[config.mk]
export PLATFORM = sky130hd
export DESIGN_NAME = sn74xx194
export DESIGN_NICKNAME = d
export VERILOG_FILES = /design/src/rtl/sn74xx194.sv
export SDC_FILE = /design/constraint.sdc
export NUM_CORES = 1
export LEC_CHECK = 0
export BUFFER_PORTS_ARGS = -buffer_cell sky130_fd_sc_hd__buf_2
export CORE_AREA = 3 3 40 42
export DETAILED_ROUTE_END_ITERATION = 10
export DIE_AREA = 0 0 43 45
export GPL_ROUTABILITY_DRIVEN = 0
export PLACE_DENSITY_LB_ADDON = 0.25
export SYNTH_ARGS = -nofsm -noshare
export SYNTH_HDL_FRONTEND = slang
export SYNTH_SLANG_ARGS = --single-unit
[constraint.sdc]
create_clock -name clk -period 1.76 [get_ports clk]
set_input_delay 0.264 -clock clk [delete_from_list [all_inputs] [get_ports clk]]
set_output_delay 0.264 -clock clk [all_outputs]
set_load 0.05 [all_outputs]
[src/rtl/sn74xx194.sv]
// rtl/sn74xx194.sv - 4-bit bidirectional universal shift register with parallel load (74194 style)
//
// Purpose:
//   Parameterised universal shift register. The register contents are the
//   only state; every change happens on the rising clock edge except reset,
//   which clears the register asynchronously.
//
// Ports:
//   clk   in   1      rising-edge clock
//   rst   in   1      asynchronous active-high reset, clears out
//   mode  in   2      {S1,S0}: 00 hold, 01 shift right, 10 shift left, 11 load
//   sr    in   1      serial input for shift right, enters at bit 0 (QA)
//   sl    in   1      serial input for shift left, enters at bit WIDTH-1 (QD)
//   d     in   WIDTH  parallel load data, bit 0 is A
//   out   out  WIDTH  register contents, bit 0 is QA
//
// Cascading needs no glue: for shift right, feed out[WIDTH-1] of one stage
// into sr of the next; for shift left, feed out[0] into sl of the previous.

module sn74xx194 #(
  parameter int WIDTH = 4
) (
  input  logic             clk,
  input  logic             rst,
  input  logic [1:0]       mode,
  input  logic             sr,
  input  logic             sl,
  input  logic [WIDTH-1:0] d,
  output logic [WIDTH-1:0] out
);

  always_ff @(posedge clk or posedge rst) begin
    if (rst) begin
      out <= '0;
    end else begin
      case (mode)
        2'b00:   out <= out;
        // Shift toward the MSB; the bit leaving out[WIDTH-1] is lost.
        2'b01:   out <= {out[WIDTH-2:0], sr};
        // Shift toward the LSB; the bit leaving out[0] is lost.
        2'b10:   out <= {sl, out[WIDTH-1:1]};
        2'b11:   out <= d;
        // An unknown mode poisons the register instead of silently holding,
        // so a floating select is visible in simulation.
        default: out <= 'x;
      endcase
    end
  end

endmodule

==> summary.txt <==
Global routing
  – Largest net degree at the start of global routing: 5
  – Total track usage: 0.07926
  – Remaining Overflow, GRT: 0
  – First-pass GRT wire length: 993 µm
  – Initial antenna violation count: 0
  – Vias in the first global route: 191

Route
  – Post-route ant nets: 0
  – DRC violations left: 0
  – DR pass1 iterations: 4
  – Via count: 181
  – Vias/cell: 4.415
  – Routed WL: 608 µm
  – First-iteration detailed-routing DRC count: 1
  – Wirelength per Cell: 14.83 µm

Cells and area
  – Most frequent cells in the layout: 13 x buf_2, 4 x mux4_1, 4 x dfrtp_1
  – Largest registers: out x4
  – Nets: 38
  – Layout cells sized above 1: 0.6154
  – Ant diodes: 0
  – Most common cell after layout, fill and taps aside: buf_2
  – Post-route cell area: 325.3 µm²
  – Largest Register: out
  – Synth-to-layout area growth: 55.69%
  – Largest register FFs: 4
  – # fillers: 134

Power and ir drop
  – PD cells: 1140 nW/µm²
  – Peak VDD IR: 399.1 µV
  – Leak: 0.1635 nW

Floorplan
  – Initial Utilization: 0.1626
  – Die height: 45 µm
  – Die area: 1935 µm²
  – Rows: 13
  – # IOs: 14
  – Core area: 1285 µm²
  – Die width: 43 µm

Setup path
  – CP max FO: 4
  – Worst Setup End Kind: output port
  – Buffers and inverters on the worst path: 1
  – Startpoint Class: register
  – CP Depth: 1
  – CP Cell Sequence: buf_2
  – Slowest cell on crit path: dfrtp_1
  – Worst path max stage delay: 0.38 ns
  – Arrival time at the worst endpoint: 0.89 ns
  – Register-to-Register Path Depth: 1
  – Top delay family on crit path: flip-flops
  – Worst Path Required: 1.50 ns
  – Critical path type: register to output port

Timing
  – Final Slew Violations: 0
  – Unrepaired setup endpoints after global routing: false
  – Slew headroom: 0.8337
  – Max Freq: 0.8650 GHz
  – Min Tclk post-route: 1.156 ns
  – Final Hold Fails: 0
  – Fin crit share: 0.6569
  – Final TNS setup: 0 ns
  – Slew @ Worst Pin: 0.2512 ns
  – Final Setup Violations: 0
  – Final Skew: 0.001657 ns

Synth
  – Post-synthesis sequential area ratio: 0.4790
  – Mapped Avg Cell Area: 23.22 µm²
  – YS warnings: 0
  – Post-Synth XOR/XNOR Area: 0
  – Synth Register Bits: 4
  – Post-synthesis net count: 19
  – Post-synthesis adder-cell area fraction: 0
  – Post-synthesis mux area share: 0.5030
  – Main combinational cell family by area after synthesis: multiplexers
  – Mapped Area: 209.0 µm²
  – Cell count after synthesis: 9
  – Simple-Gate Fraction of Synth Area: 0
  – Compound-Gate Fraction of Synth Area: 0
  – Yosys cell types: 3

Hold path
  – Hold Path Class: input pin to register
  – Hold depth: 2

Flow run
  – Max-cap violations: 0

Clock network
  – CTS tree: built
  – Clock buffer count from CTS: 3
  – Hold buffer count at CTS: 1
  – Post-CTS resize count: 0
  – Skew-Pair Late Insertion Delay: 0.23 ns
  – CTS H-tree lvls: 1
  – Root buffer selected by CTS: clkbuf_4
  – Clock Sinks: 4
  – Max clock buf depth: 2
  – CTS clock-pin slew for the worst setup and hold paths: 0.04 ns
  – Post-CTS setup buffer count: 0

Status
  – Status: finished clean

Place
  – Port Buffers: 13
  – Placed inst area: 292.8 µm²
stage by stage:
stage	instances	power (mW)	setup WS (ns)	hold slack (ns)	utilization
after detailed placement	37	0.2546	0.6437	0.1537	0.2278
after global placement	37	0.2527	0.6545	0.1486	0.2278
after global routing	41	0.3924	0.5602	0.3454	0.2532
final	41	0.3708	0.6039	0.3449	0.2532
after floorplan	9	0.2137	0.5202	0.03008	-
after CTS	41	0.3778	0.5885	0.3319	0.2532
synthesized netlist by cell type:
library cell | number | area [µm²]
dfrtp_1 | 4 | 100.1
mux4_1 | 4 | 105.1
inv_1 | 1 | 3.750
cell families after synthesis:
kind of cell,Yosys count
buffers and inverters,1
flip-flops,4
multiplexers,4
layout make-up:
class / count / area, µm² / area share
Clock buffer: 3 / 22.52 / 0.06923
Timing Repair Buffer: 14 / 75.07 / 0.2308
Inverter: 1 / 3.754 / 0.01154
Tap cell: 15 / 18.77 / 0.05769
Sequential cell: 4 / 100.1 / 0.3077
Multi-Input combinational cell: 4 / 105.1 / 0.3231
where the power goes:
group / internal [mW] / total [mW] / switching, mW
Clock: 0.0764 / 0.116 / 0.0393
Sequential: 0.110 / 0.126 / 0.0163
Combinational: 0.0460 / 0.129 / 0.0828
metal layers:
metal | track usage | up-vias | part of all wire
met5 | 0 | - | 0
li1 | - | 77 | -
met1 | 0.09500 | 87 | 0.43
met4 | 0.05422 | 0 | 0
met2 | 0.1018 | 17 | 0.41
met3 | 0.05179 | 0 | 0.16
worst paths after layout:
| check | to | slack (ns) | startpoint |
|---|---|---|---|
| setup / recovery | out[2] | 0.60 | out[2] |
| hold / removal | out[3] | 0.34 | d[3] |
| setup reg to reg | out[1] | 0.69 | out[2] |
| hold reg to reg | out[3] | 0.62 | out[3] |
| max in group asynchronous | out[1] | 1.16 | rst |
| min in group asynchronous | out[3] | 0.45 | rst |
Power figures use the tool's default switching activity.
